$ cat config.mk
export PLATFORM = sky130hd
export DESIGN_NAME = alu_sequencer
export DESIGN_NICKNAME = d
export VERILOG_FILES = /design/src/rtl/alu_sequencer_pkg.sv /design/src/rtl/alu_sequencer.sv
export SDC_FILE = /design/constraint.sdc
export NUM_CORES = 1
export LEC_CHECK = 0
export ABC_AREA = 1
export CORE_ASPECT_RATIO = 0.7
export CORE_MARGIN = 2
export CORE_UTILIZATION = 40
export DETAILED_ROUTE_END_ITERATION = 8
export PLACE_DENSITY = 0.76
export REMOVE_ABC_BUFFERS = 1
export SLEW_MARGIN = 20
export SYNTH_ARGS = -nofsm -noshare
export SYNTH_HDL_FRONTEND = slang
export SYNTH_SLANG_ARGS = --single-unit
$ cat constraint.sdc
create_clock -name clk -period 4.5 [get_ports clk]
set_input_delay 0.675 -clock clk [delete_from_list [all_inputs] [get_ports clk]]
set_output_delay 0.675 -clock clk [all_outputs]
set_load 0.05 [all_outputs]
$ cat src/rtl/alu_sequencer_pkg.sv
// Shared ALU op codes, status flag bit positions and flag-merge helpers.
// Pure definitions: no latency, no backpressure.
package alu_sequencer_pkg;

    localparam logic [2:0] OP_ADD = 3'd0;
    localparam logic [2:0] OP_AND = 3'd1;

    localparam int FLAG_CARRY = 0;
    localparam int FLAG_ZERO  = 1;
    localparam int FLAG_OVFL  = 6;
    localparam int FLAG_NEG   = 7;

    function automatic logic [7:0] add_flags(input logic [7:0] base, input logic [7:0] y,
                                             input logic c, input logic v);
        logic [7:0] f;
        f             = base;
        f[FLAG_NEG]   = y[7];
        f[FLAG_ZERO]  = (y == 8'h00);
        f[FLAG_CARRY] = c;
        f[FLAG_OVFL]  = v;
        return f;
    endfunction

    function automatic logic [7:0] logic_flags(input logic [7:0] base, input logic [7:0] y);
        logic [7:0] f;
        f            = base;
        f[FLAG_NEG]  = y[7];
        f[FLAG_ZERO] = (y == 8'h00);
        return f;
    endfunction

endpackage

$ cat src/rtl/alu_sequencer.sv
// Sequences an external ALU through a binary pass and optional decimal-adjust passes; result in 2 cycles (4 for decimal ADD).
// One request in flight; req_ready only in IDLE, result held in RESP until rsp_ready.
module alu_sequencer
    import alu_sequencer_pkg::*;
#(
    parameter int BCD_EN = 1
) (
    input  logic       clk,
    input  logic       reset,
    input  logic       req_valid,
    output logic       req_ready,
    input  logic [2:0] req_op,
    input  logic [7:0] req_a,
    input  logic [7:0] req_b,
    input  logic       req_carry,
    input  logic       req_bcd,
    input  logic [7:0] req_flags,
    output logic [2:0] alu_ctrl,
    output logic [7:0] alu_AI,
    output logic [7:0] alu_BI,
    output logic       alu_carry,
    output logic       alu_BCD,
    input  logic [7:0] alu_Y,
    input  logic [7:0] alu_flags,
    output logic       rsp_valid,
    input  logic       rsp_ready,
    output logic [7:0] rsp_y,
    output logic [7:0] rsp_flags,
    output logic       rsp_illegal
);

    typedef enum logic [2:0] {ST_IDLE, ST_EXEC, ST_ADJ_LO, ST_ADJ_HI, ST_RESP} state_t;

    state_t     state_q, state_d;
    logic [2:0] op_q, op_d;
    logic [7:0] a_q, a_d, b_q, b_d, flags_q, flags_d, res_q, res_d;
    logic       carry_q, carry_d, bcd_q, bcd_d, c_q, c_d, v_q, v_d;
    logic [7:0] rsp_y_q, rsp_y_d, rsp_flags_q, rsp_flags_d;
    logic       rsp_illegal_q, rsp_illegal_d;
    logic       hi_adj;

    // Only the ALU carry-out feeds the sequence; other ALU flags are recomputed here.
    logic unused_alu_flags;
    assign unused_alu_flags = ^alu_flags[7:1];

    function automatic logic lo_adj(input logic [3:0] a, input logic [3:0] b, input logic c);
        return ({1'b0, a} + {1'b0, b} + {4'b0000, c}) > 5'd9;
    endfunction

    always_comb begin
        state_d       = state_q;
        op_d          = op_q;
        a_d           = a_q;
        b_d           = b_q;
        carry_d       = carry_q;
        bcd_d         = bcd_q;
        flags_d       = flags_q;
        res_d         = res_q;
        c_d           = c_q;
        v_d           = v_q;
        rsp_y_d       = rsp_y_q;
        rsp_flags_d   = rsp_flags_q;
        rsp_illegal_d = rsp_illegal_q;
        alu_ctrl      = 3'd0;
        alu_AI        = 8'h00;
        alu_BI        = 8'h00;
        alu_carry     = 1'b0;
        alu_BCD       = 1'b0;
        hi_adj        = (res_q[7:4] > 4'd9) || c_q;

        case (state_q)
            ST_IDLE: begin
                if (req_valid) begin
                    op_d    = req_op;
                    a_d     = req_a;
                    b_d     = req_b;
                    carry_d = req_carry;
                    bcd_d   = req_bcd && (BCD_EN != 0);
                    flags_d = req_flags;
                    state_d = ST_EXEC;
                end
            end
            ST_EXEC: begin
                alu_ctrl  = op_q;
                alu_AI    = a_q;
                alu_BI    = b_q;
                alu_carry = carry_q;
                res_d     = alu_Y;
                c_d       = alu_flags[FLAG_CARRY];
                v_d       = (a_q[7] == b_q[7]) && (alu_Y[7] != a_q[7]);
                if (op_q == OP_ADD && bcd_q) begin
                    state_d = ST_ADJ_LO;
                end else begin
                    state_d       = ST_RESP;
                    rsp_illegal_d = 1'b0;
                    rsp_y_d       = alu_Y;
                    if (op_q == OP_ADD) begin
                        rsp_flags_d = add_flags(flags_q, alu_Y, c_d, v_d);
                    end else if (op_q == OP_AND) begin
                        rsp_flags_d = logic_flags(flags_q, alu_Y);
                    end else begin
                        rsp_y_d       = a_q;
                        rsp_flags_d   = flags_q;
                        rsp_illegal_d = 1'b1;
                    end
                end
            end
            ST_ADJ_LO: begin
                alu_ctrl = OP_ADD;
                alu_AI   = res_q;
                alu_BI   = lo_adj(a_q[3:0], b_q[3:0], carry_q) ? 8'h06 : 8'h00;
                res_d    = alu_Y;
                c_d      = c_q | alu_flags[FLAG_CARRY];
                state_d  = ST_ADJ_HI;
            end
            ST_ADJ_HI: begin
                alu_ctrl      = OP_ADD;
                alu_AI        = res_q;
                alu_BI        = hi_adj ? 8'h60 : 8'h00;
                res_d         = alu_Y;
                // Adding 0x60 is itself the decimal carry out, even when the ALU sum does not wrap.
                c_d           = c_q | alu_flags[FLAG_CARRY] | hi_adj;
                rsp_y_d       = alu_Y;
                rsp_flags_d   = add_flags(flags_q, alu_Y, c_d, v_q);
                rsp_illegal_d = 1'b0;
                state_d       = ST_RESP;
            end
            ST_RESP: begin
                if (rsp_ready) state_d = ST_IDLE;
            end
            default: state_d = ST_IDLE;
        endcase
    end

    always_ff @(posedge clk or posedge reset) begin
        if (reset) begin
            state_q       <= ST_IDLE;
            op_q          <= 3'd0;
            a_q           <= 8'h00;
            b_q           <= 8'h00;
            carry_q       <= 1'b0;
            bcd_q         <= 1'b0;
            flags_q       <= 8'h00;
            res_q         <= 8'h00;
            c_q           <= 1'b0;
            v_q           <= 1'b0;
            rsp_y_q       <= 8'h00;
            rsp_flags_q   <= 8'h00;
            rsp_illegal_q <= 1'b0;
        end else begin
            state_q       <= state_d;
            op_q          <= op_d;
            a_q           <= a_d;
            b_q           <= b_d;
            carry_q       <= carry_d;
            bcd_q         <= bcd_d;
            flags_q       <= flags_d;
            res_q         <= res_d;
            c_q           <= c_d;
            v_q           <= v_d;
            rsp_y_q       <= rsp_y_d;
            rsp_flags_q   <= rsp_flags_d;
            rsp_illegal_q <= rsp_illegal_d;
        end
    end

    assign req_ready   = (state_q == ST_IDLE) && !reset;
    assign rsp_valid   = (state_q == ST_RESP);
    assign rsp_y       = rsp_y_q;
    assign rsp_flags   = rsp_flags_q;
    assign rsp_illegal = rsp_illegal_q;

endmodule

==> metrics.yaml <==
route:
  drt-initial-drc-count: 150
  first_pass_iters: 4
  wl_per_cell_um: 13.9
  drt_drc_violations_left: 0
  ant_nets: 0
  wirelength_mm: 7.39
  via_per_inst: 4.78
  vias: 2545
sta:
  worst_pin_slew_ns: 0.769
  fmax_mhz: 263
  finalClockSkew_ns: 0.00485
  fin_ws_ns: 0.697
  fin_crit_ns: 3.80
  hold_viol: 0
  max_slew_margin_pct: 48.6
  drv_slew: 0
  setup_violations: 0
  tns_ns: 0
  rsz0062_at_grt: "false"
  post-route-period-util_pct: 84.5
worst_setup_path:
  crit_path_top_delay_cell: "clkdlybuf4s50_1"
  cpMostUsedCell: "nand2_1"
  path_buf_inv: 2
  rr_startpoint: "state_q[1]"
  end_kind: "primary output"
  cpPeakStageDelay_ns: 0.79
  cp-start-kind: "flop"
  critPathMaxFanout: 4
  r2r_cells: 4
  r2r_setup_slack_ns: 2.54
  cp.required_ns: 3.83
  arrival_ns: 3.13
  path_delay_family: "adder cells"
  critPathKind: "reg -> out"
  rr_endpoint: "b_q[2]"
  cp_cell_sequence: "inv_1, fa_1, fa_1, or2_2, nand3_1, nand3_1, nand2_1, nand2_1, nand2_1, clkdlybuf4s50_1"
global_routing:
  grt_max_degree: 33
  gr-max-usage-layer: "met2"
  antenna_found_initial: 0
  grt_pass1_wl_mm: 12.3
  grt_overflow_total: 0
  grtUsageMet1_pct: 26.2
  grt_usage_pct: 19.3
  grtUsageMet2_pct: 31.0
  first_global_vias: 2545
  use_met3_pct: 5.73
synth:
  syn_area_um2: 2990
  yosysTopAreaCellShare_pct: 49.4
  synth-async-reset-ratio_pct: 100
  netlist_top_cells_count: "nand2_1 (102), dfrtp_1 (59), inv_1 (41), nor2_1 (31), o21ai_0 (22)"
  syn_avg_cell_area_um2: 8.60
  synth.most_common_cell: "nand2_1"
  ys_warn_count: 0
  yosysUniqueCellTypes: 29
  yosys_most_used_dff: "dfrtp_1"
  yosysTopAreaCell: "dfrtp_1"
  synth_edf_count: 0
  netlist_instances: 348
  ys_seq_area_share_pct: 49.4
  yosys_register_bits: 59
  synth_area_leaders: "dfrtp_1 (49%), nand2_1 (13%), inv_1 (5.1%), mux2_4 (4.0%), nor2_1 (3.9%)"
pwr:
  power_frac_clock_pct: 16.3
  p_sw_mw: 1.60
  combPwrFrac_pct: 56.0
  switching_share_pct: 47.2
  cellPowerDensity_nw_per_um2: 838
  peakVddDrop_uv: 490
  p_int_mw: 1.79
  leakagePower_nw: 1.96
  power.share.sequential_pct: 27.6
clocking:
  clkLatencyLatePin_ns: 0.33
  post_cts_resized: 0
  clockRootBuffer: "clkbuf_8"
  cts.sinks: 59
  clockBufferDepth: 2
  clk_pin_slew_ns: 0.07
  cts_setup_buffers: 0
  numCtsBuffers: 9
  h-tree-depth: 3
  cts_hold_buffers: 0
  cts_tree: "done"
job:
  maxCapViolCount: 0
layout:
  final_cell_area_um2: 4040
  area_growth_pct: 35.1
  num-nets-final: 483
  fillCellCount: 681
  antenna_cells: 0
  drive_above_1_share_pct: 12.7
  fin_util_pct: 55.5
min_path:
  hold_path.class: "reg -> reg"
  min_from: "flags_q[5]"
  holdPathStages: 2
  whs_endpoint: "rsp_flags[5]"
placement:
  dpl_cell_area_um2: 3810
  numPortBuffers: 80
  hpwl_mm: 5.16
  globalplace.congestion: 0.813
  place_ws_ns: 1.07
floorplanning:
  die_x_um: 107
  rows: 26
  die_h_um: 76.4
  io_pins: 89
  start_util_pct: 41.1
  die_area_um2: 8200
  core_um2: 7290
outcome:
  status: "completed"
## routing by layer
metal	vias to the layer above	part of all wire (%)
li1	1247	-
met1	1198	48
met2	92	45
met3	8	6.7
met4	0	0.54
met5	-	0
## worst max-delay path by stage
| stage | startpoint | endpoint | slack, ns | cells past startpoint |
|---|---|---|---|---|
| after CTS | a_q[0] | alu_BI[1] | 0.69 | 10 |
| after global placement | a_q[0] | alu_BI[2] | 1.15 | 10 |
| after global routing | a_q[0] | alu_BI[2] | 0.56 | 10 |
| after detailed placement | a_q[0] | alu_BI[1] | 1.07 | 10 |
| after floorplan | a_q[0] | alu_BI[1] | 1.77 | 9 |
| final | a_q[0] | alu_BI[1] | 0.70 | 10 |
## per-stage QoR
stage / hold slack [ns] / power, mW / std cells
5_1_grt: 0.502 / 3.62 / 532
6_report: 0.477 / 3.39 / 532
2_1_floorplan: 0.442 / 2.26 / 336
3_5_place_dp: 0.463 / 2.83 / 516
4_1_cts: 0.478 / 3.40 / 532
3_3_place_gp: 0.449 / 2.78 / 516
## layout make-up
class,count,area [um^2],share of cell area (%)
clock buffer,12,155,3.84
clock inverter,4,72.6,1.80
inverter,44,165,4.09
multi-input combinational,233,1230,30.5
sequential,59,1480,36.5
tap,98,123,3.03
timing repair buffer,82,816,20.2
## placed cells by master, fill, tap and decap left out
master / n
nor2_1: 31
fa_1: 2
o21ai_2: 1
clkdlybuf4s50_1: 80
o22ai_1: 1
clkinvlp_4: 1
a21oi_2: 12
o21ai_0: 22
dfrtp_1: 59
clkbuf_1: 1
nand2_2: 3
ha_1: 3
nand3_1: 11
inv_1: 40
clkbuf_8: 11
inv_2: 4
nor3_1: 1
nor2_2: 2
nand2_4: 1
or2_2: 1
buf_4: 2
a21oi_1: 11
clkinv_2: 1
mux2_2: 3
nand2_1: 102
conb_1: 1
bufinv_16: 2
nand4_1: 2
mux2_4: 8
nor2_4: 2
nand3_2: 1
or2_1: 1
o21ai_1: 11
## state kept, by name, summed over array words and instances (netlist names)
name	count
a_q	8
b_q	8
flags_q	8
res_q	8
rsp_flags	8
rsp_y	8
op_q	3
state_q	3
bcd_q	1
c_q	1
carry_q	1
rsp_illegal	1
v_q	1
## worst register-to-register path: cells and delay by family, from the launching register on
kind	cells	cell delay, ns
buffers and inverters	1	0.44
flip-flops	1	0.49
multiplexers	1	0.36
AND/OR/NAND/NOR	2	0.56
## kinds of logic (layout without fill, tap and decap cells)
logic type | count (synthesis) | after routing | synth area share, %
AND/OR/NAND/NOR | 158 | 158 | 22.0
flip-flops | 59 | 59 | 49.4
AO/OA/AOI/OAI | 58 | 58 | 11.4
buffers and inverters | 56 | 142 | 9.37
multiplexers | 11 | 11 | 5.14
adder cells (fa/ha/maj) | 5 | 5 | 2.59
other | 1 | 1 | 0.125
## power by group through the flow
stage                     sequential (mW)  combinational, mW  clock (mW)
final                               0.936               1.90       0.554
after global routing                0.965               2.06       0.593
after CTS                           0.935               1.90       0.564
after detailed placement            0.940               1.89           0
after global placement              0.930               1.85           0
after floorplan                      1.17               1.09           0
Power figures use the tool's default switching activity.
